==> src/rtl/mem_read_arbiter.sv <==
// mem_read_arbiter: two-requester burst read arbiter sharing one memory read port.
// Each accepted burst issues one read per beat at stride BANDWIDTH.
// Read data is returned to the granted requester one cycle after each read.
// Optional build macro MEM_ARB_FIXED_PRIO_EN makes requester 0 win every tie.
// Without it, ties are resolved round-robin.
//
// state | meaning
// IDLE  | waiting for a request; may accept one per cycle
// BURST | issuing the reads of the accepted burst; requests ignored

`ifndef ADDR_WIDTH
`define ADDR_WIDTH 8
`endif
`ifndef BANDWIDTH
`define BANDWIDTH 4
`endif
`ifndef DATA_WIDTH
`define DATA_WIDTH 8
`endif

module mem_read_arbiter #(
    parameter int MAX_BEATS = 16,
    parameter int LEN_WIDTH = $clog2(MAX_BEATS + 1)
) (
    input  logic                                  clock,
    input  logic                                  reset_n,
    input  logic [1:0]                            req_valid,
    input  logic [1:0][`ADDR_WIDTH-1:0]           req_addr,
    input  logic [1:0][LEN_WIDTH-1:0]             req_len,
    output logic [1:0]                            req_ready,
    output logic                                  mem_read,
    output logic [`ADDR_WIDTH-1:0]                mem_addr,
    input  logic [`BANDWIDTH-1:0][`DATA_WIDTH-1:0] mem_data,
    output logic [1:0]                            rsp_valid,
    output logic [`BANDWIDTH-1:0][`DATA_WIDTH-1:0] rsp_data,
    output logic                                  rsp_last,
    output logic                                  busy
);
    localparam int AW = `ADDR_WIDTH;

    typedef enum logic {IDLE, BURST} state_t;

    state_t                state;
    logic                  id;
    logic [LEN_WIDTH-1:0]  beats_left;
    logic                  grant_id;
    logic                  accept;
    logic [AW-1:0]         grant_addr;
    logic [LEN_WIDTH-1:0]  grant_len_raw;
    logic [LEN_WIDTH-1:0]  grant_len;
`ifndef MEM_ARB_FIXED_PRIO_EN
    logic                  last_grant;
`endif

    // Pick the winner, raise its accept pulse, and clamp its burst length.
    always_comb begin
        grant_id = 1'b0;
        if (req_valid == 2'b11) begin
`ifdef MEM_ARB_FIXED_PRIO_EN
            grant_id = 1'b0;
`else
            grant_id = ~last_grant;
`endif
        end else begin
            grant_id = req_valid[1];
        end
        // The reset gate keeps req_ready low while reset_n is held, even with requests pending.
        accept        = reset_n && (state == IDLE) && (req_valid != 2'b00);
        req_ready     = accept ? (grant_id ? 2'b10 : 2'b01) : 2'b00;
        grant_addr    = req_addr[grant_id];
        grant_len_raw = req_len[grant_id];
        grant_len     = (grant_len_raw > LEN_WIDTH'(MAX_BEATS)) ? LEN_WIDTH'(MAX_BEATS)
                                                                : grant_len_raw;
    end

    // Burst sequencer: beats_left counts down to terminal count zero on the final read.
    always_ff @(posedge clock or negedge reset_n) begin
        if (!reset_n) begin
            state      <= IDLE;
            id         <= 1'b0;
            beats_left <= '0;
            mem_read   <= 1'b0;
            mem_addr   <= '0;
            rsp_valid  <= 2'b00;
            rsp_last   <= 1'b0;
`ifndef MEM_ARB_FIXED_PRIO_EN
            last_grant <= 1'b1;
`endif
        end else begin
            rsp_valid <= mem_read ? (id ? 2'b10 : 2'b01) : 2'b00;
            rsp_last  <= mem_read && (beats_left == '0);
            case (state)
                IDLE: begin
                    if (accept) begin
                        id <= grant_id;
`ifndef MEM_ARB_FIXED_PRIO_EN
                        last_grant <= grant_id;
`endif
                        // A zero-length burst is consumed here with no read issued.
                        if (grant_len != '0) begin
                            state      <= BURST;
                            mem_read   <= 1'b1;
                            mem_addr   <= grant_addr;
                            beats_left <= grant_len - LEN_WIDTH'(1);
                        end
                    end
                end
                BURST: begin
                    if (beats_left == '0) begin
                        state    <= IDLE;
                        mem_read <= 1'b0;
                        mem_addr <= '0;
                    end else begin
                        beats_left <= beats_left - LEN_WIDTH'(1);
                        mem_addr   <= mem_addr + AW'(`BANDWIDTH);
                    end
                end
                default: state <= IDLE;
            endcase
        end
    end

    assign rsp_data = mem_data;
    assign busy     = (state != IDLE) || (rsp_valid != 2'b00);

endmodule

==> config.mk <==
export PLATFORM = sky130hd
export DESIGN_NAME = mem_read_arbiter
export DESIGN_NICKNAME = d
export VERILOG_FILES = /design/src/rtl/mem_read_arbiter.sv
export SDC_FILE = /design/constraint.sdc
export NUM_CORES = 1
export LEC_CHECK = 0
export ABC_AREA = 1
export BUFFER_PORTS_ARGS = -buffer_cell sky130_fd_sc_hd__buf_2
export CORE_MARGIN = 3
export CORE_UTILIZATION = 41
export CTS_CLUSTER_DIAMETER = 40
export DETAILED_ROUTE_END_ITERATION = 7
export GPL_ROUTABILITY_DRIVEN = 0
export PLACE_DENSITY = 0.8
export SYNTH_ARGS = -nofsm -noshare
export SYNTH_HDL_FRONTEND = slang
export SYNTH_SLANG_ARGS = --single-unit
==> constraint.sdc <==
create_clock -name clock -period 2.1 [get_ports clock]
set_input_delay 0.21 -clock clock [delete_from_list [all_inputs] [get_ports clock]]
set_output_delay 0.21 -clock clock [all_outputs]
set_load 0.1 [all_outputs]
==> run_results.csv <==
group,metric,value,unit
die,starting_utilization_of_the_core_area,0.4430,
pwr,leakage_power,0.9194,nW
timing,worst_tran_pin_value,0.5093,ns
clock_network,cts-root-to-sink-buffers,2,
critical_path,worst_path_arrival,2.08,ns
clock_network,cts.sinks,20,
global_routing,first_global_vias,1213,
synth,synth_top_cells_by_area,"dfrtp_1 31%, buf_4 16%, nand2_1 12%",
synth,synth_ff_type,"dfrtp_1",
synth,synth_seq_area_share,0.3265,
clock_network,tritoncts,"done",
clock_network,cts.htree.levels,1,
die,fp.dieArea,0.004518,mm^2
critical_path,reg2reg_depth,15,
layout,areaGrowthSynthToFinish,13.03,%
timing,clock.fmax,518.7,MHz
timing,setup_viol,0,
synth,synth-warning-count,0,
critical_path,critPathMaxFanout,11,
synth,synthesis.instances,206,
place,place_ws,0.03145,ns
outcome,outcome,"completed",
detailed_routing,wl_per_cell,12.34,um
timing,final.setup_skew,0.004033,ns
timing,timing_hold_violations_final,0,
detailed_routing,route.antenna.remaining_nets,0,
layout,n_antenna_cell,0,
synth,post-synth-top-area-cell,"dfrtp_1",
global_routing,grt_util_all_layers,0.1522,
clock_network,cts_buffers,3,
detailed_routing,wirelength,3343,um
min_path,hold_depth,3,
die,fp.dieH,67.22,um
min_path,hold_path.class,"input pin to register",
timing,whs,0.2508,ns
die,core-area,0.003468,mm^2
clock_network,clock-root-buffer,"clkbuf_8",
synth,synth_edf_count,0,
timing,setup_ws,0.1719,ns
global_routing,first_pass_grt_wire_length,5326,um
place,dpl.hpwl,2489,um
die,die_x,67.22,um
place,port-buffer-count,44,
global_routing,grt-ovfl-total,0,
detailed_routing,num_vias,1347,
synth,yosys.cell_count.top_type,"nand2_1",
synth,synth.cell_area,0.001536,mm^2
global_routing,grt_max_degree,21,
synth,ys_async_sr_fraction,1.000,
critical_path,critPathCaptureType,"register",
timing,fin_setup_tns,0,ns
timing,slew_headroom,0.6590,
detailed_routing,drt_first_iter_violations,83,
timing,final.period_utilization,0.9181,
synth,ys_types,33,
detailed_routing,drt-pass1-iter-count,4,
critical_path,cp.required,2.26,ns
clock_network,clock_insertion_delay_worst_skew,0.26,ns
layout,fin_nets,290,
global_routing,number_of_antenna_violations_at_the_first_check_in_global_routing,0,
detailed_routing,drc,0,
timing,report.final.slew_viol_count,0,
die,site_rows,21,
pwr,total_power_density_per_cell_area,1856,mW/mm^2
synth,postSynthNetCount,270,
run,drv_cap,0,
critical_path,path_class,"register to register",
synth,post-synth-top-area-fraction,0.3094,
detailed_routing,routed_via_density,4.970,
synth,synth_commonest_cells,"49 x nand2_1, 33 x buf_4, 22 x nor2_1, 19 x dfrtp_1, 15 x inv_1",
synth,synth.ff_latch_count,20,
die,top_level_ports,109,
clock_network,clk_pin_slew_worst_paths,0.08,ns
pwr,max-vdd-ir-drop,0.0007348,V
timing,layout_min_cycle_time,1.928,ns
synth,synth_area_per_cell,7.459,um^2
pwr,post-layout-total-power,0.003223,W
layout,final_layout_size_suffix_gt1_frac,0.3600,
critical_path,timing.critical_path.from_type,"register",
-- final cells by class --
cell class | instances | area, um^2
Clock buffer | 3 | 41.29
Clock inverter | 1 | 30.03
Fill cell | 346 | 1732
Inverter | 21 | 88.84
Multi-Input combinational cell | 130 | 715.7
Sequential cell | 20 | 501.7
Tap cell | 46 | 57.56
Timing Repair Buffer | 50 | 301.5
-- metrics by stage --
step | util | instance area, um^2 | instances
2_1_floorplan | - | 1541 | 206
3_3_place_gp | 0.4683 | 1624 | 266
3_5_place_dp | 0.4683 | 1624 | 266
4_1_cts | 0.4917 | 1705 | 271
5_1_grt | 0.5007 | 1737 | 271
6_report | 0.5007 | 1737 | 271
-- logic make-up (layout without fill, tap and decap cells) --
group	after synthesis	after routing	share of synthesized area
compound gates	28	28	0.1099
xor+xnor	2	2	0.01140
simple gates	98	98	0.3070
flops	20	20	0.3266
fa+ha+maj	2	2	0.01628
buf+inv	56	75	0.2288
-- sequential cells by signal, indices dropped and copies added (netlist names) --
signal      flops
id              1
rsp_last        1
last_grant      1
beats_left      5
state           1
rsp_valid       2
mem_read        1
mem_addr        8
-- critical path: stages (launching register included) --
cell	delay, ns
dfstp_2	0.56
nand2_4	0.07
nand2_4	0.09
buf_6	0.15
nand2_4	0.06
nand2_4	0.07
nand2_2	0.07
nand3_1	0.09
o21ai_2	0.07
inv_2	0.06
ha_2	0.18
nand3_2	0.10
nor2_2	0.09
nand2_1	0.05
nand3_1	0.08
nand2_1	0.05
-- path summary, 6_finish.rpt --
| path | startpoint | endpoint | slack (ns) |
|---|---|---|---|
| setup / recovery | last_grant | beats_left[4] | 0.17 |
| hold / removal | req_addr[9] | mem_addr[1] | 0.25 |
| setup reg to reg | last_grant | beats_left[4] | 0.17 |
| hold reg to reg | last_grant | last_grant | 0.49 |
| max in group asynchronous | reset_n | last_grant | 1.37 |
| min in group asynchronous | reset_n | beats_left[0] | 0.46 |
-- metal layers --
metal | vias to the layer above | global-route usage | share of wire
met2 | 62 | 0.2515 | 0.48
met5 | - | 0 | 0
met3 | 6 | 0.01830 | 0.082
li1 | 663 | - | -
met1 | 616 | 0.1992 | 0.42
met4 | 0 | 0.06582 | 0.013
-- power breakdown --
part | switching (W) | internal [W]
logic | 0.00157 | 0.000534
clock network | 0.000130 | 0.000254
registers | 0.000154 | 0.000578
-- placed cells by master, fill, tap and decap left out, drive strengths merged --
| master | n |
|---|---|
| a31oi | 2 |
| o211ai | 1 |
| nand3 | 15 |
| o41ai | 1 |
| o31ai | 1 |
| dfrtp | 19 |
| o32ai | 1 |
| inv | 21 |
| dfstp | 1 |
| nor3 | 2 |
| clkbuf | 3 |
| xor2 | 1 |
| nor2 | 26 |
| bufinv | 1 |
| o21ai | 17 |
| a21oi | 1 |
| xnor2 | 1 |
| ha | 2 |
| nand2 | 55 |
| buf | 49 |
| o22ai | 3 |
| dlygate4sd3 | 1 |
| o21bai | 1 |
-- repair_timing --
item / in CTS / in global routing
gates resized for setup: 0 / 9
endpoints found under the setup margin: 0 / 4
hold buffers: 1 / 0
setup buffers: 0 / 0
hold endpoints to repair: 19 / 0
(Power assumes the default switching activity.)
